## src/rtl/core_ctrl_fsm.sv

```systemverilog
// -----------------------------------------------------------------------------
// core_ctrl_fsm
//   Multi-cycle control sequencer for the NPC core. Owns the PC and the
//   instruction register, drives the fetch and store handshakes, gates the
//   register-file write and picks the next PC. It halts on ebreak or on a
//   word the decoder does not recognise.
//
//   Optional feature macro: CORE_CTRL_PERF_CNT_EN
//     defined   -> perf_cycle / perf_instret are live 64-bit counters
//     undefined -> both outputs are tied to zero and no counter flops exist
//
// Ports
//   clk, rst                 core clock (rising edge), async active-high reset
//   ifu_req_valid/ready      fetch request handshake, ifu_addr = pc
//   ifu_rsp_valid/data       fetch response, consumed only while waiting
//   inst_q                   latched instruction word, feeds the decoder
//   dec_flags                one-hot decoder flags (see bit map below)
//   exu_br_taken, exu_target branch condition and redirect target from EXU
//   lsu_req_valid/ready      store request handshake
//   rf_wen                   register-file write enable
//   pc                       current PC
//   halt, halt_illegal       core halted / halted on undecodable word
//   perf_cycle, perf_instret performance counters
//
//   dec_flags: [0]add [1]sub [2]and [3]addi [4]auipc [5]lui [6]jal [7]jalr
//              [8]beq [9]bne [10]blt [11]bge [12]bltu [13]bgeu [14]sw
//              [15]ebreak
// -----------------------------------------------------------------------------
module core_ctrl_fsm #(
  parameter int              XLEN     = 32,
  parameter logic [XLEN-1:0] RESET_PC = 32'h8000_0000
) (
  input  logic            clk,
  input  logic            rst,
  output logic            ifu_req_valid,
  input  logic            ifu_req_ready,
  output logic [XLEN-1:0] ifu_addr,
  input  logic            ifu_rsp_valid,
  input  logic [31:0]     ifu_rsp_data,
  output logic [31:0]     inst_q,
  input  logic [15:0]     dec_flags,
  input  logic            exu_br_taken,
  input  logic [XLEN-1:0] exu_target,
  output logic            lsu_req_valid,
  input  logic            lsu_req_ready,
  output logic            rf_wen,
  output logic [XLEN-1:0] pc,
  output logic            halt,
  output logic            halt_illegal,
  output logic [63:0]     perf_cycle,
  output logic [63:0]     perf_instret
);

  localparam logic [XLEN-1:0] PC_STEP = {{(XLEN-3){1'b0}}, 3'b100};

  typedef enum logic [2:0] {
    ST_FETCH   = 3'd0,
    ST_WAIT_IF = 3'd1,
    ST_EXEC    = 3'd2,
    ST_MEM     = 3'd3,
    ST_WB      = 3'd4,
    ST_HALT    = 3'd5
  } state_e;

  state_e state_r;
  state_e next_state_s;

  logic [XLEN-1:0] pc_r;
  logic [XLEN-1:0] pc_n_s;
  logic [31:0]     inst_q_r;
  logic [31:0]     inst_q_n_s;
  logic            ifu_req_valid_r;
  logic            ifu_req_valid_n_s;
  logic            lsu_req_valid_r;
  logic            lsu_req_valid_n_s;
  logic            rf_wen_r;
  logic            rf_wen_n_s;
  logic            halt_r;
  logic            halt_n_s;
  logic            halt_illegal_r;
  logic            halt_illegal_n_s;

  // Instruction classes derived from the decoder flags.
  logic is_writer_s;
  logic is_branch_s;
  logic is_jump_s;
  logic is_sw_s;
  logic is_ebreak_s;
  logic no_flags_s;
  logic writes_rd_s;
  logic redirect_s;

  assign is_writer_s = |dec_flags[7:0];
  assign is_branch_s = |dec_flags[13:8];
  assign is_jump_s   = dec_flags[6] | dec_flags[7];
  assign is_sw_s     = dec_flags[14];
  assign is_ebreak_s = dec_flags[15];
  assign no_flags_s  = (dec_flags == 16'h0000);
  // x0 is hard-wired, so a write to rd=0 is suppressed here.
  assign writes_rd_s = is_writer_s && (inst_q_r[11:7] != 5'd0);
  assign redirect_s  = is_jump_s || (is_branch_s && exu_br_taken);

  // State register.
  always_ff @(posedge clk or posedge rst) begin
    if (rst) begin
      state_r <= ST_FETCH;
    end else begin
      state_r <= next_state_s;
    end
  end

  // Next-state logic; handshakes use the registered valids the bus sees.
  always_comb begin
    next_state_s = state_r;
    case (state_r)
      ST_FETCH: begin
        if (ifu_req_valid_r && ifu_req_ready) begin
          next_state_s = ST_WAIT_IF;
        end else begin
          next_state_s = ST_FETCH;
        end
      end
      ST_WAIT_IF: begin
        if (ifu_rsp_valid) begin
          next_state_s = ST_EXEC;
        end else begin
          next_state_s = ST_WAIT_IF;
        end
      end
      ST_EXEC: begin
        // ebreak outranks every other flag, including jal on 32'h0000006f.
        if (is_ebreak_s) begin
          next_state_s = ST_HALT;
        end else if (no_flags_s) begin
          next_state_s = ST_HALT;
        end else if (is_sw_s) begin
          next_state_s = ST_MEM;
        end else begin
          next_state_s = ST_WB;
        end
      end
      ST_MEM: begin
        if (lsu_req_valid_r && lsu_req_ready) begin
          next_state_s = ST_WB;
        end else begin
          next_state_s = ST_MEM;
        end
      end
      ST_WB:   next_state_s = ST_FETCH;
      ST_HALT: next_state_s = ST_HALT;
      default: next_state_s = ST_FETCH;
    endcase
  end

  // Output/datapath next values; outputs are decoded from the next state so
  // the registered copies line up with the state they describe.
  always_comb begin
    ifu_req_valid_n_s = (next_state_s == ST_FETCH);
    lsu_req_valid_n_s = (next_state_s == ST_MEM);
    rf_wen_n_s        = (next_state_s == ST_WB) && writes_rd_s;
    halt_n_s          = (next_state_s == ST_HALT);

    if ((state_r == ST_EXEC) && !is_ebreak_s && no_flags_s) begin
      halt_illegal_n_s = 1'b1;
    end else begin
      halt_illegal_n_s = halt_illegal_r;
    end

    // Responses outside WAIT_IF are strays and must not disturb inst_q.
    if ((state_r == ST_WAIT_IF) && ifu_rsp_valid) begin
      inst_q_n_s = ifu_rsp_data;
    end else begin
      inst_q_n_s = inst_q_r;
    end

    if (state_r == ST_WB) begin
      if (redirect_s) begin
        pc_n_s = exu_target;
      end else begin
        pc_n_s = pc_r + PC_STEP;
      end
    end else begin
      pc_n_s = pc_r;
    end
  end

  // Registered outputs and datapath; reset clears valids immediately.
  always_ff @(posedge clk or posedge rst) begin
    if (rst) begin
      pc_r            <= RESET_PC;
      inst_q_r        <= 32'h0000_0000;
      ifu_req_valid_r <= 1'b0;
      lsu_req_valid_r <= 1'b0;
      rf_wen_r        <= 1'b0;
      halt_r          <= 1'b0;
      halt_illegal_r  <= 1'b0;
    end else begin
      pc_r            <= pc_n_s;
      inst_q_r        <= inst_q_n_s;
      ifu_req_valid_r <= ifu_req_valid_n_s;
      lsu_req_valid_r <= lsu_req_valid_n_s;
      rf_wen_r        <= rf_wen_n_s;
      halt_r          <= halt_n_s;
      halt_illegal_r  <= halt_illegal_n_s;
    end
  end

  assign pc            = pc_r;
  assign ifu_addr      = pc_r;
  assign inst_q        = inst_q_r;
  assign ifu_req_valid = ifu_req_valid_r;
  assign lsu_req_valid = lsu_req_valid_r;
  assign rf_wen        = rf_wen_r;
  assign halt          = halt_r;
  assign halt_illegal  = halt_illegal_r;

`ifdef CORE_CTRL_PERF_CNT_EN
  logic [63:0] perf_cycle_r;
  logic [63:0] perf_instret_r;

  // Cycle and retire counters; both wrap naturally at 2^64.
  always_ff @(posedge clk or posedge rst) begin
    if (rst) begin
      perf_cycle_r   <= 64'd0;
      perf_instret_r <= 64'd0;
    end else begin
      if (state_r != ST_HALT) begin
        perf_cycle_r <= perf_cycle_r + 64'd1;
      end else begin
        perf_cycle_r <= perf_cycle_r;
      end
      // ebreak counts as retired when it halts the core.
      if ((state_r == ST_WB) || ((state_r == ST_EXEC) && is_ebreak_s)) begin
        perf_instret_r <= perf_instret_r + 64'd1;
      end else begin
        perf_instret_r <= perf_instret_r;
      end
    end
  end

  assign perf_cycle   = perf_cycle_r;
  assign perf_instret = perf_instret_r;
`else
  assign perf_cycle   = 64'd0;
  assign perf_instret = 64'd0;
`endif

endmodule

```

## config.mk

```make
export PLATFORM = sky130hd
export DESIGN_NAME = core_ctrl_fsm
export DESIGN_NICKNAME = d
export VERILOG_FILES = /design/src/rtl/core_ctrl_fsm.sv
export SDC_FILE = /design/constraint.sdc
export NUM_CORES = 1
export LEC_CHECK = 0
export CAP_MARGIN = 15
export CORE_MARGIN = 10
export CORE_UTILIZATION = 33
export DETAILED_ROUTE_END_ITERATION = 8
export PLACE_DENSITY = 0.77
export SETUP_SLACK_MARGIN = 0.15
export SKIP_CTS_REPAIR_TIMING = 1
export SYNTH_ARGS = -nofsm -noshare
export SYNTH_HDL_FRONTEND = slang
export SYNTH_SLANG_ARGS = --single-unit
```

## constraint.sdc

```tcl
create_clock -name clk -period 2.3 [get_ports clk]
set_input_delay 0.46 -clock clk [delete_from_list [all_inputs] [get_ports clk]]
set_output_delay 0.46 -clock clk [all_outputs]
set_load 0.005 [all_outputs]
```

==> results.env <==
CRITICAL_PATH_RT_NS=2.55
SHARE_OF_SYNTHESIZED_CELL_AREA_IN_AND_OR_NAND_AND_NOR_GATES=0.1249
AVGROUTEDWIREPERCELL_MICRONS=18.27
SYNTHARSTFLOPSHARE=1.000
DRT_WL_TOTAL_MICRONS=15840
TRITONCTS_NUM_SINKS=72
DETAIL-ROUTE-ANTENNA-NETS=0
DRTITER0DRC=115
INITIAL_CORE_UTIL=0.3394
HOLD-PATH-ENDPOINT='halt_illegal$_DFFE_PP0P_'
SYNTH_MUX_AREA_FRAC=0.08274
GRT_PASS1_WL_MICRONS=24160
SLEW-LIMIT-HEADROOM=0.6650
LAYOUT-AREA-OVERHEAD-VS-SYNTH_PCT=39.47
DRIVE_ABOVE_1_SHARE=0.1339
MAX-CLOCK-PATH-BUFFERS=2
SYNTH_ADDER_AREA_SHARE=0.002635
WORST_PIN_SLEW_NS=0.5024
CRIT_FANOUT=8
YS_SEQ_ELEMENTS=72
FF2FF_SETUP_SLACK_NS=0.33
REG2REG_FROM='ifu_addr[13]$_DFFE_PP0N_'
VIAS_PER_CELL=4.562
SYNTH_COMPOUND_GATE_AREA_SHARE=0.1299
LARGEST_FAMILY_OF_LOGIC_CELLS_BY_SYNTHESIZED_AREA='buffers and inverters'
COUNT_OF_BUFFERS_INSERTED_AT_THE_TOP_LEVEL_PORTS=186
VIAS=3955
SETUP-TNS-FINAL_NS=0
FILLCELLCOUNT=1356
TRITONCTS='yes'
DIE_AREA_SQ_UM=19590
REPORT.FINAL.SLEW_VIOL_COUNT=0
CRIT_TYPE='reg -> reg'
SYNTHXORXNORAREAFRAC=0
POST-ROUTE-PERIOD-UTIL=0.8586
WORSTSETUPSTARTPOINTTYPE='flop'
ROWS=43
DIE_X_MICRONS=140.0
SYNTHESIS.INSTANCES=513
FIN_SKEW_NS=0.004675
WORSTREGTOREGCELLS=5
YOSYSWARNINGCOUNT=0
POST-ROUTE-DRC-COUNT=0
HOLD_PATH_STARTPOINT='halt_illegal$_DFFE_PP0P_'
CP_SLOWEST_CELL='sky130_fd_sc_hd__or4_1'
CPLARGESTDELAYFAMILY='simple AND/OR/NAND/NOR gates'
GRT_PASS1_VIAS=4214
HP-CLASS='reg -> reg'
DIE_HEIGHT_MICRONS=140.0
DIODE_INSERTION_COUNT_FOR_ANTENNA_REPAIR=0
ACHIEVABLE-FREQUENCY_MHz=506.4
TIMING.FINAL.SETUP_VIOLATIONS=0
POWER_LEAKAGE_nW=2.831
STATUS='completed'
CRITPATHCAPTURETYPE='flop'
ARRIVAL_NS=2.23
POST_SYNTH_EDFFS=0
CRITPATHMAXSTAGEDELAY_NS=0.50
CORE_AREA_SQ_UM=13990
CLOCK_LATENCY_AT_THE_LATER_PIN_OF_THE_WORST_SKEW_PAIR_NS=0.33
CLOCKROOTBUFFER='sky130_fd_sc_hd__clkbuf_16'
REPORT.FINAL.HOLD_VIOL_COUNT=0
CRIT_CHAIN='nand4_1, or3_1, or4_1, a21oi_1, a2bb2oi_1'
GRT_OVERFLOW_TOTAL=0
REGTOREGENDPOINT='ifu_addr[28]$_DFFE_PP0N_'
SYNTHDISTINCTLIBCELLS=45
FIN_TOTAL_PWR_mW=7.858
NUM-NETS-FINAL=769
GRTUSAGETOTAL=0.1534
ANTENNA_FOUND_INITIAL=1
DRT_PRE_ANTENNA_ITERS=4
CLOCK_BUFFERS_CREATED_BY_TRITONCTS=9
MAXCAPVIOLATIONS=0
NETLIST_AREA_BEFORE_PLACEMENT_SQ_UM=4748
CRITICAL_PATH_BUFFERS_AND_INVERTERS=0
H-TREE-DEPTH=3
CTS.REPORTEDPATHS.CLKPINSLEW_NS=0.06
MIN_PATH_CELLS=1
PLACE.GP.CONGESTION=0.7927
DP.FINAL_HPWL_MICRONS=12880
GRT_START_MAX_NET_PINS=40
IRDROPWORSTVDD_uV=668.8
IO_PINS=315
FINALWORSTPATHREQUIREDPERIOD_NS=1.975
FRACTION_OF_THE_YOSYS_AREA_TAKEN_BY_SEQUENTIAL_CELLS=0.3797
POSTSYNTHAREAPERCELL_SQ_UM=9.256
YOSYS_MOST_USED_DFF='sky130_fd_sc_hd__dfrtp_1'
RSZ_0062_RAISED_AFTER_GLOBAL_ROUTING='false'
POWER_DENSITY_nW_PER_UM2=1187
==> area by class of cell <==
type / count / area, sq um / area share
clock buffers: 10 / 229.0 / 0.03457
clock inverters: 6 / 92.59 / 0.01398
inverters: 9 / 37.54 / 0.005668
multi-input cells: 376 / 2113 / 0.3191
flip-flops and latches: 72 / 1803 / 0.2722
well taps: 180 / 225.2 / 0.03401
repair buffers: 214 / 2122 / 0.3204
==> cell families (layout without fill, tap and decap cells) <==
logic type / Yosys count / count (layout)
buf+inv: 192 / 239
mux: 35 / 35
compound gates: 99 / 99
other cells: 1 / 128
flops: 72 / 72
simple gates: 113 / 113
fa+ha+maj: 1 / 1
==> flip-flops by register name, summed over array words and instances, names as in the netlist <==
name	count
inst_q	32
state_r	3
ifu_req_valid	1
lsu_req_valid	1
ifu_addr	32
halt_illegal	1
rf_wen	1
halt	1
==> cells in the mapped netlist (all sizes together) (2+ instances only) <==
library cell	count	share of area
nor2	16	0.013
a31o	4	0.0074
a21oi	38	0.040
o22a	5	0.0092
nand3	26	0.028
a31oi	2	0.0026
and2	4	0.0053
nand2b	2	0.0026
a2bb2oi	7	0.013
dfrtp	71	0.37
o31ai	3	0.0047
and3	4	0.0053
and4	3	0.0055
nor4	8	0.011
or3	3	0.0040
a21o	3	0.0047
clkbuf	17	0.013
o21a	3	0.0047
o21ai	14	0.015
mux2	34	0.081
o22ai	14	0.018
nor3	13	0.015
or4	2	0.0032
nand4	9	0.012
buf	166	0.26
inv	9	0.0071
nor3b	2	0.0032
nand2	19	0.015
==> how the worst max path moves through the flow <==
stage,from,endpoint,cells after the start
2_1_floorplan,dec_flags[9],ifu_addr[16]$_DFFE_PP0N_,6
3_3_place_gp,dec_flags[6],ifu_addr[30]$_DFFE_PP0N_,7
5_1_grt,dec_flags[7],ifu_addr[30]$_DFFE_PP0N_,7
6_report,ifu_addr[13]$_DFFE_PP0N_,ifu_addr[28]$_DFFE_PP0N_,5
3_5_place_dp,dec_flags[7],ifu_addr[14]$_DFFE_PP0N_,8
4_1_cts,ifu_addr[2]$_DFFE_PP0N_,ifu_addr[28]$_DFFE_PP0N_,6
==> where the power goes <==
part | internal [mW] | total (mW) | switching, mW | leakage, nW
combinational | 2.36 | 3.88 | 1.52 | 1.85
clock | 0.956 | 1.52 | 0.562 | 0.149
sequential | 1.89 | 2.46 | 0.578 | 0.834
total | 5.20 | 7.86 | 2.66 | 2.83
==> cell usage in the layout (no fill, tap or decap), types with 11 or more instances in the layout <==
master	n
sky130_fd_sc_hd__a21oi_1	37
sky130_fd_sc_hd__buf_4	24
sky130_fd_sc_hd__clkdlybuf4s50_1	186
sky130_fd_sc_hd__conb_1	128
sky130_fd_sc_hd__dfrtp_1	71
sky130_fd_sc_hd__mux2_2	34
sky130_fd_sc_hd__nand2_1	19
sky130_fd_sc_hd__nand3_1	24
sky130_fd_sc_hd__nor2_1	15
sky130_fd_sc_hd__nor3_1	11
sky130_fd_sc_hd__o21ai_0	14
sky130_fd_sc_hd__o22ai_1	14
==> metal layers <==
layer | routed length, microns | share of wire | GRT usage
met1 | 5893 | 0.37 | 0.1648
met2 | 7705 | 0.49 | 0.2527
met3 | 2113 | 0.13 | 0.09364
met4 | 119 | 0.0075 | 0.03261
met5 | 9 | 0.00057 | 0
==> through the flow <==
step	hold WS, ns	instances	setup slack [ns]	cell area, sq um	util
2_1_floorplan	0.4510	640	0.3688	5229	-
3_3_place_gp	0.4439	851	0.004644	6296	0.4501
3_5_place_dp	0.4466	851	0.02873	6296	0.4501
4_1_cts	0.4605	867	0.2822	6618	0.4731
5_1_grt	0.4732	867	0.1718	6623	0.4734
6_report	0.4562	867	0.3252	6623	0.4734
Power figures use the tool's default switching activity.
